===== src/rtl/alu_seq_if.sv =====
// rtl/alu_seq_if.sv - Sequencer request/response and ALU arbitration signal bundle
interface alu_seq_if;
  logic        req;
  logic [1:0]  cmd;
  logic [31:0] src_0;
  logic [31:0] src_1;
  logic        abort;
  logic        busy;
  logic        stall;
  logic        done;
  logic [31:0] result;
  logic        dz;
  logic [31:0] ex_in_0;
  logic [31:0] ex_in_1;
  logic [3:0]  ex_op;
  logic [31:0] alu_in_0;
  logic [31:0] alu_in_1;
  logic [3:0]  alu_op;
  logic [31:0] alu_out;

  modport master (
    output req, cmd, src_0, src_1, abort, ex_in_0, ex_in_1, ex_op, alu_out,
    input  busy, stall, done, result, dz, alu_in_0, alu_in_1, alu_op
  );

  modport slave (
    input  req, cmd, src_0, src_1, abort, ex_in_0, ex_in_1, ex_op, alu_out,
    output busy, stall, done, result, dz, alu_in_0, alu_in_1, alu_op
  );
endinterface


===== src/rtl/alu_seq.sv =====
// rtl/alu_seq.sv - Multi-cycle MULU/DIVU/REMU sequencer that borrows the shared ALU
module alu_seq (
  input logic      clk,
  input logic      reset_,
  alu_seq_if.slave sif
);
  localparam int         WORD_DATA_W = 32;
  localparam int         ALU_OP_W    = 4;
  localparam logic [ALU_OP_W-1:0] ALU_OP_ADDU = 4'h2;
  localparam logic [ALU_OP_W-1:0] ALU_OP_SUBU = 4'h4;

  typedef enum logic [1:0] {IDLE, MUL, DIV, DONE} state_t;

  state_t                 state_q, state_d;
  logic [5:0]             cnt_q, cnt_d;
  logic [WORD_DATA_W-1:0] acc_q, acc_d;
  logic [WORD_DATA_W-1:0] mcand_q, mcand_d;
  logic [WORD_DATA_W-1:0] mplier_q, mplier_d;
  logic [WORD_DATA_W-1:0] rem_q, rem_d;
  logic [WORD_DATA_W-1:0] dvd_q, dvd_d;
  logic [WORD_DATA_W-1:0] dvs_q, dvs_d;
  logic [WORD_DATA_W-1:0] result_q, result_d;
  logic                   dz_q, dz_d;
  logic                   is_rem_q, is_rem_d;

  logic [WORD_DATA_W:0]   sh;
  logic                   ge;
  logic                   busy;

  always_ff @(posedge clk or negedge reset_) begin
    if (!reset_) begin
      state_q  <= IDLE;
      cnt_q    <= '0;
      acc_q    <= '0;
      mcand_q  <= '0;
      mplier_q <= '0;
      rem_q    <= '0;
      dvd_q    <= '0;
      dvs_q    <= '0;
      result_q <= '0;
      dz_q     <= 1'b0;
      is_rem_q <= 1'b0;
    end else begin
      state_q  <= state_d;
      cnt_q    <= cnt_d;
      acc_q    <= acc_d;
      mcand_q  <= mcand_d;
      mplier_q <= mplier_d;
      rem_q    <= rem_d;
      dvd_q    <= dvd_d;
      dvs_q    <= dvs_d;
      result_q <= result_d;
      dz_q     <= dz_d;
      is_rem_q <= is_rem_d;
    end
  end

  // Restoring-division step: the 33rd bit keeps the compare honest when the
  // shifted remainder overflows 32 bits; the ALU's wrapped difference is still right.
  assign sh = {rem_q, dvd_q[WORD_DATA_W-1]};
  assign ge = sh[WORD_DATA_W] | (sh[WORD_DATA_W-1:0] >= dvs_q);

  always_comb begin
    state_d  = state_q;
    cnt_d    = cnt_q;
    acc_d    = acc_q;
    mcand_d  = mcand_q;
    mplier_d = mplier_q;
    rem_d    = rem_q;
    dvd_d    = dvd_q;
    dvs_d    = dvs_q;
    result_d = result_q;
    dz_d     = dz_q;
    is_rem_d = is_rem_q;
    case (state_q)
      IDLE: begin
        if (sif.req && !sif.abort) begin
          cnt_d    = '0;
          is_rem_d = (sif.cmd == 2'd2);
          if (sif.cmd == 2'd1 || sif.cmd == 2'd2) begin
            rem_d = '0;
            dvd_d = sif.src_0;
            dvs_d = sif.src_1;
            if (sif.src_1 == '0) begin
              state_d  = DONE;
              result_d = (sif.cmd == 2'd2) ? sif.src_0 : '1;
              dz_d     = 1'b1;
            end else begin
              state_d = DIV;
            end
          end else begin
            acc_d    = '0;
            mcand_d  = sif.src_0;
            mplier_d = sif.src_1;
            state_d  = MUL;
          end
        end
      end
      MUL: begin
        if (mplier_q[0]) acc_d = sif.alu_out;
        mcand_d  = mcand_q << 1;
        mplier_d = mplier_q >> 1;
        cnt_d    = cnt_q + 6'd1;
        if (sif.abort) begin
          state_d = IDLE;
        end else if (cnt_q == 6'd31) begin
          state_d  = DONE;
          result_d = acc_d;
          dz_d     = 1'b0;
        end
      end
      DIV: begin
        rem_d = ge ? sif.alu_out : sh[WORD_DATA_W-1:0];
        dvd_d = {dvd_q[WORD_DATA_W-2:0], ge};
        cnt_d = cnt_q + 6'd1;
        if (sif.abort) begin
          state_d = IDLE;
        end else if (cnt_q == 6'd31) begin
          state_d  = DONE;
          result_d = is_rem_q ? rem_d : dvd_d;
          dz_d     = 1'b0;
        end
      end
      DONE: state_d = IDLE;
      default: state_d = IDLE;
    endcase
  end

  always_comb begin
    busy         = (state_q == MUL) || (state_q == DIV);
    sif.busy     = busy;
    sif.stall    = busy;
    sif.done     = (state_q == DONE);
    sif.result   = result_q;
    sif.dz       = dz_q;
    sif.alu_in_0 = sif.ex_in_0;
    sif.alu_in_1 = sif.ex_in_1;
    sif.alu_op   = sif.ex_op;
    case (state_q)
      MUL: begin
        sif.alu_in_0 = acc_q;
        sif.alu_in_1 = mcand_q;
        sif.alu_op   = ALU_OP_ADDU;
      end
      DIV: begin
        sif.alu_in_0 = sh[WORD_DATA_W-1:0];
        sif.alu_in_1 = dvs_q;
        sif.alu_op   = ALU_OP_SUBU;
      end
      default: ;
    endcase
  end
endmodule

===== src/flat_wrapper.sv =====
// flat-port wrapper written by rule: the top's interface ports become plain ports
module alu_seq_flat 
  (clk, reset_, sif_req, sif_cmd, sif_src_0, sif_src_1, sif_abort, sif_ex_in_0, sif_ex_in_1, sif_ex_op, sif_alu_out, sif_busy, sif_stall, sif_done, sif_result, sif_dz, sif_alu_in_0, sif_alu_in_1, sif_alu_op);
  alu_seq_if sif_i ();
  input logic clk;
  input logic reset_;
  input wire logic [$bits(sif_i.req)-1:0] sif_req;
  input wire logic [$bits(sif_i.cmd)-1:0] sif_cmd;
  input wire logic [$bits(sif_i.src_0)-1:0] sif_src_0;
  input wire logic [$bits(sif_i.src_1)-1:0] sif_src_1;
  input wire logic [$bits(sif_i.abort)-1:0] sif_abort;
  input wire logic [$bits(sif_i.ex_in_0)-1:0] sif_ex_in_0;
  input wire logic [$bits(sif_i.ex_in_1)-1:0] sif_ex_in_1;
  input wire logic [$bits(sif_i.ex_op)-1:0] sif_ex_op;
  input wire logic [$bits(sif_i.alu_out)-1:0] sif_alu_out;
  output wire logic [$bits(sif_i.busy)-1:0] sif_busy;
  output wire logic [$bits(sif_i.stall)-1:0] sif_stall;
  output wire logic [$bits(sif_i.done)-1:0] sif_done;
  output wire logic [$bits(sif_i.result)-1:0] sif_result;
  output wire logic [$bits(sif_i.dz)-1:0] sif_dz;
  output wire logic [$bits(sif_i.alu_in_0)-1:0] sif_alu_in_0;
  output wire logic [$bits(sif_i.alu_in_1)-1:0] sif_alu_in_1;
  output wire logic [$bits(sif_i.alu_op)-1:0] sif_alu_op;
  assign sif_i.req = sif_req;
  assign sif_i.cmd = sif_cmd;
  assign sif_i.src_0 = sif_src_0;
  assign sif_i.src_1 = sif_src_1;
  assign sif_i.abort = sif_abort;
  assign sif_i.ex_in_0 = sif_ex_in_0;
  assign sif_i.ex_in_1 = sif_ex_in_1;
  assign sif_i.ex_op = sif_ex_op;
  assign sif_i.alu_out = sif_alu_out;
  assign sif_busy = sif_i.busy;
  assign sif_stall = sif_i.stall;
  assign sif_done = sif_i.done;
  assign sif_result = sif_i.result;
  assign sif_dz = sif_i.dz;
  assign sif_alu_in_0 = sif_i.alu_in_0;
  assign sif_alu_in_1 = sif_i.alu_in_1;
  assign sif_alu_op = sif_i.alu_op;
  alu_seq u_core (.clk(clk), .reset_(reset_), .sif(sif_i));
endmodule

===== config.mk =====
export PLATFORM = sky130hd
export DESIGN_NAME = alu_seq_flat
export DESIGN_NICKNAME = d
export VERILOG_FILES = /design/src/rtl/alu_seq_if.sv /design/src/rtl/alu_seq.sv /design/src/flat_wrapper.sv
export SDC_FILE = /design/constraint.sdc
export NUM_CORES = 1
export LEC_CHECK = 0
export CORE_MARGIN = 2
export CORE_UTILIZATION = 55
export DETAILED_ROUTE_END_ITERATION = 8
export GPL_TIMING_DRIVEN = 0
export HOLD_SLACK_MARGIN = 0.15
export MAX_ROUTING_LAYER = met4
export PLACE_DENSITY = 0.93
export SETUP_SLACK_MARGIN = 0.15
export SLEW_MARGIN = 10
export SYNTH_ARGS = -nofsm -noshare
export SYNTH_HDL_FRONTEND = slang
export SYNTH_SLANG_ARGS = --single-unit

===== constraint.sdc =====
create_clock -name clk -period 6.6 [get_ports clk]
set_input_delay 1.65 -clock clk [delete_from_list [all_inputs] [get_ports clk]]
set_output_delay 1.65 -clock clk [all_outputs]
set_load 0.01 [all_outputs]

; Word-level counts from Yosys, hierarchy flattened
; Index checks and enable logic that the tools add are counted.
[classes]
add_sub_neg = 1
n_lt_le_gt_ge = 1
eq_ne = 17
n_mux = 44
bitwise_logic = 1
n_reduce_logical = 19
[ops]
columns = cell, n
row1 = $mux 32, 21
row2 = $pmux 32 s2, 7
row3 = $pmux 32 s3, 1
row4 = $ge 32x32->1, 1
row5 = $logic_not 32->1, 1
row6 = $ne 2x1->1 const B, 6
row7 = $pmux 6 s2, 1
row8 = $reduce_and 3->1, 3
row9 = $mux 2, 4
row10 = $ne 2x2->1 const B, 4
row11 = $pmux 4 s2, 1
row12 = $reduce_and 8->1, 1
row13 = $add 6x1->6 const B, 1
row14 = $eq 2x2->1 const B, 3
row15 = $eq 6x5->1 const B, 1
row16 = $mux 1, 6
row17 = $mux 6, 1
row18 = $pmux 2 s3, 1
row19 = $reduce_and 2->1, 3
row20 = $reduce_and 6->1, 1
row21 = $reduce_bool 2->1, 3
row22 = $eq 2x1->1 const B, 2
row23 = $ne 3x1->1 const B, 1
row24 = $reduce_bool 3->1, 1
row25 = 7 further kinds, 8
[word_totals]
regBits = 234
input_bits = 170
out_inout_bits = 104
wordCells = 94

; Depth between registers and ports, before layout
[logic_depth]
depth_word = 7
mapped_depth = 11
depth_no_buf = 9

; Least setup slack after synthesis
; Ideal clock, no wire load.
[synth_timing]
path_type = reg2out
from = register u_core.state_q[0]
to = output port sif_alu_in_0[28]
arrival_ps = 2033
required_ps = 4950
setup_slack_ps = 2917
stages_incl_launch_ff = 8
path_buffers = 3
cell_sequence = dfrtp_1 -> inv_1 -> ha_1 -> clkbuf_1 -> buf_1 -> clkbuf_1 -> a22oi_1 -> a21oi_1
[synth_via]
elab_chain_len = 2
elab_cells_between_ends = 3
cone_classes = 2 x eq/ne / 1 x mux
[synth_rtl]
columns = item, line_no
row1 = start: declaration, alu_seq.sv:14  ; state_t state_q, state_d;
row2 = start signal: assignment, alu_seq.sv:44  ; state_q <= state_d;
row3 = $eq 2x2->1 or $eq 2x1->1 (tied branches), alu_seq.sv:139  ; case (state_q)
row4 = $pmux 32 s2 (*), alu_seq.sv:139
row5 = end: declaration, flat_wrapper.sv:21  ; output wire logic [$bits(sif_i.alu_in_0)-1:0] sif_alu_in_0;
; Mark *: on every way between the ends. The rest lies on a longest branch, timed or not.

; Worst setup path in the final report
[layout_timing]
from = register u_core.state_q[0]
to = output port sif_alu_in_0[29]
; Same word-level chain as after synthesis.

==> impl_metrics.csv <==
group,metric,value,unit
status,status,"finished, violations left",
status,violations,"design-rule violations",
power,ir_drop,319.3,uV
drt,postRouteAntennaNets,0,
die,die_area,0.02662,sq mm
drt,wire_per_inst,23.84,um
synthesis,synth_flop_cell,"dfrtp_1",
cells_and_area,layout.cells.most_common,"clkdlybuf4s50_1",
synthesis,synth_edf_count,0,
cells_and_area,drive_gt1_share,6.849,%
critical_path,worstSetupEndpointType,"output pin",
sta,max_slew.worst_pin.slew,1.294,ns
die,die_h,163.2,um
cells_and_area,fin_cells,2202,
cells_and_area,syn_to_final_growth,28.85,%
critical_path,worstPathArrival,4.17,ns
synthesis,synth_top_cell_by_area,"dfrtp_1",
die,die_w,163.2,um
sta,setup_viol,0,
synthesis,synth-seq-area-share,42.02,%
critical_path,crit_top_cell,"buf_1",
sta,drv_slew,0,
cells_and_area,layout_common_cells,"272 x clkdlybuf4s50_1, 234 x dfrtp_1, 213 x nand2_1",
flow_run,maxCapViolations,0,
synthesis,synthesis.nets,1759,
synthesis,synth.area.top_cells,"dfrtp_1 42%, mux2i_1 9.2%, o21ai_0 6.1%",
cells_and_area,stdcell_area,0.01795,sq mm
sta,rsz0062_at_grt,"false",
synthesis,ys_types,48,
sta,hold_violations,0,
grt,grt_pass1_wl,79030,um
sta,finClkSkew,0.01067,ns
power,powerDensity,484.5,mW/mm^2
clock_tree,cts_max_path_buffers,3,
place,io_buffer_count,273,
hold_path,hp-class,"reg2reg",
clock_tree,postCtsSetupRepairBufs,0,
synthesis,avgSynthCellArea,8.984,sq um
power,p_total,8698,uW
clock_tree,cts.reportedPaths.clkPinSlew,0.06,ns
drt,via_count,14390,
place,gp_congestion,1.022,
synthesis,synth_cells,1551,
grt,antenna_found_initial,3,
sta,relSlewSlack,13.71,%
grt,track_usage,39.90,%
critical_path,cp.required,4.95,ns
grt,grt-ovfl-total,0,
grt,grt_pass1_vias,14280,
die,rows,58,
clock_tree,htree_levels,1,
drt,drt_pass1_iterations,9,
sta,post-route-period-util,88.23,%
critical_path,crit_chain,"inv_1 > ha_1 > clkbuf_1 > buf_1 > buf_1 > nor2_1 > a21oi_1 > clkdlybuf4s50_1",
drt,dr.first_iter.drc_count,2039,
cells_and_area,layout.area.seq,0.005856,sq mm
clock_tree,cts_sinks,234,
drt,wirelength,52500,um
drt,drc_errors,1,
die,ios,274,
sta,min_period,5.823,ns
clock_tree,cts_buffers,25,
critical_path,critPathKind,"reg2out",
synthesis,synthArstFlopShare,100.0,%
clock_tree,cts_resized,0,
critical_path,startpoint_type,"register",
sta,timing.hold.ws,0.4818,ns
clock_tree,clkLatencyLatePin,0.54,ns
grt,grt_max_degree,109,
cells_and_area,fillers,1784,
critical_path,worstPathMaxFanout,11,
synthesis,netlist_area,0.01393,sq mm
place,hpwlAfterDp,38840,um
clock_tree,cts-hold-fix-buffers,0,
die,start_util,55.66,%
critical_path,max_stage_delay,0.78,ns
place,placed_area,0.01714,sq mm
cells_and_area,multi_input_area,0.007289,sq mm
clock_tree,cts_tree,"yes",
synthesis,ys.warnings.count,0,
sta,setup-tns-final,0,ns
die,fp.coreArea,0.02504,sq mm
clock_tree,clockRootBuffer,"clkbuf_16",
sta,fmax,0.1717,GHz
cells_and_area,final_net_count,2061,
place,dp_cells,2156,
synthesis,synth_seq_cells,234,
power,leakage,0.007702,uW
drt,vias_per_cell,6.534,
critical_path,crit_slowest_cell,"buf_1",
synthesis,synth_top_area_share,42.02,%
[cell type report]
cell class | count | area share (%)
Clock inverter | 7 | 0.3345
Buffer | 124 | 2.976
Tap cell | 330 | 2.300
Antenna cell | 3 | 0.04181
Sequential cell | 234 | 32.61
Inverter | 68 | 1.422
Multi-Input combinational cell | 1125 | 40.60
Clock buffer | 36 | 4.160
Timing Repair Buffer | 275 | 15.55
[report_power, final]
part | leakage, uW | switching [uW] | total [uW] | internal, uW
Clock | 0.000407 | 601 | 1420 | 818
Combinational | 0.00440 | 2830 | 4860 | 2030
Sequential | 0.00290 | 470 | 2420 | 1950
[kinds of logic after synthesis]
family	synth area share (%)
mux	12.10
xor+xnor	0.1257
fa+ha+maj	3.412
simple gates	12.56
compound gates	24.11
flops	42.02
buf+inv	5.666
[sequential cells by signal (all words and copies together), names as in the netlist, 6 cells and up]
signal             count
u_core.cnt_q           6
u_core.dvd_q          32
u_core.dvs_q          32
u_core.mcand_q        32
u_core.rem_q          32
u_core.acc_q          32
u_core.mplier_q       32
u_core.sif.result     32
[stage by stage]
step / setup slack, ns / util (%)
2_1_floorplan: 2.917 / -
3_3_place_gp: -5.754 / 68.22
3_5_place_dp: 1.493 / 68.46
4_1_cts: 0.9045 / 71.68
5_1_grt: 0.7100 / 71.71
6_report: 0.7766 / 71.71
[per-layer routing]
metal / part of all wire (%) / GRT usage, % / up-vias
met5: 0 / - / -
met4: 5.2 / 19.31 / 0
met3: 14 / 12.06 / 232
met2: 46 / 61.14 / 1132
met1: 35 / 48.18 / 6867
li1: - / - / 6157
[synthesized netlist by cell type (all sizes together), types with 4 or more instances]
cell / count
a22o: 65
o221ai: 30
a21oi: 143
nand2b: 5
o21ai: 205
mux2: 36
a22oi: 66
a211oi: 4
nor2b: 8
nand3: 4
dfrtp: 234
nand2: 213
nor4: 9
nand4: 4
buf: 34
clkbuf: 90
mux2i: 128
nor2: 110
nor3b: 31
ha: 38
inv: 68
[worst max-delay path: cells and delay by family, from the launching register on]
kind            cells  cell delay (ns)
buf+inv             5             2.65
flops               1             0.40
fa+ha+maj           1             0.33
compound gates      1             0.15
simple gates        1             0.11
[final timing paths]
path / start / slack, ns / to / cells after the start
max: u_core.state_q[0]$_DFFE_PN0P_ / 0.78 / sif_alu_in_0[29] / 8
min: u_core.mplier_q[13]$_DFFE_PN0P_ / 0.48 / u_core.mplier_q[13]$_DFFE_PN0P_ / 2
max reg2reg: u_core.state_q[1]$_DFFE_PN0P_ / 3.06 / u_core.acc_q[1]$_DFFE_PN0P_ / 7
min reg2reg: u_core.mplier_q[13]$_DFFE_PN0P_ / 0.48 / u_core.mplier_q[13]$_DFFE_PN0P_ / 2
max in group asynchronous: reset_ / 4.33 / u_core.dvs_q[23]$_DFFE_PN0P_ / 3
min in group asynchronous: reset_ / 0.95 / u_core.cnt_q[1]$_DFFE_PN0P_ / 1
No activity file was read; power rests on OpenSTA's default activity.
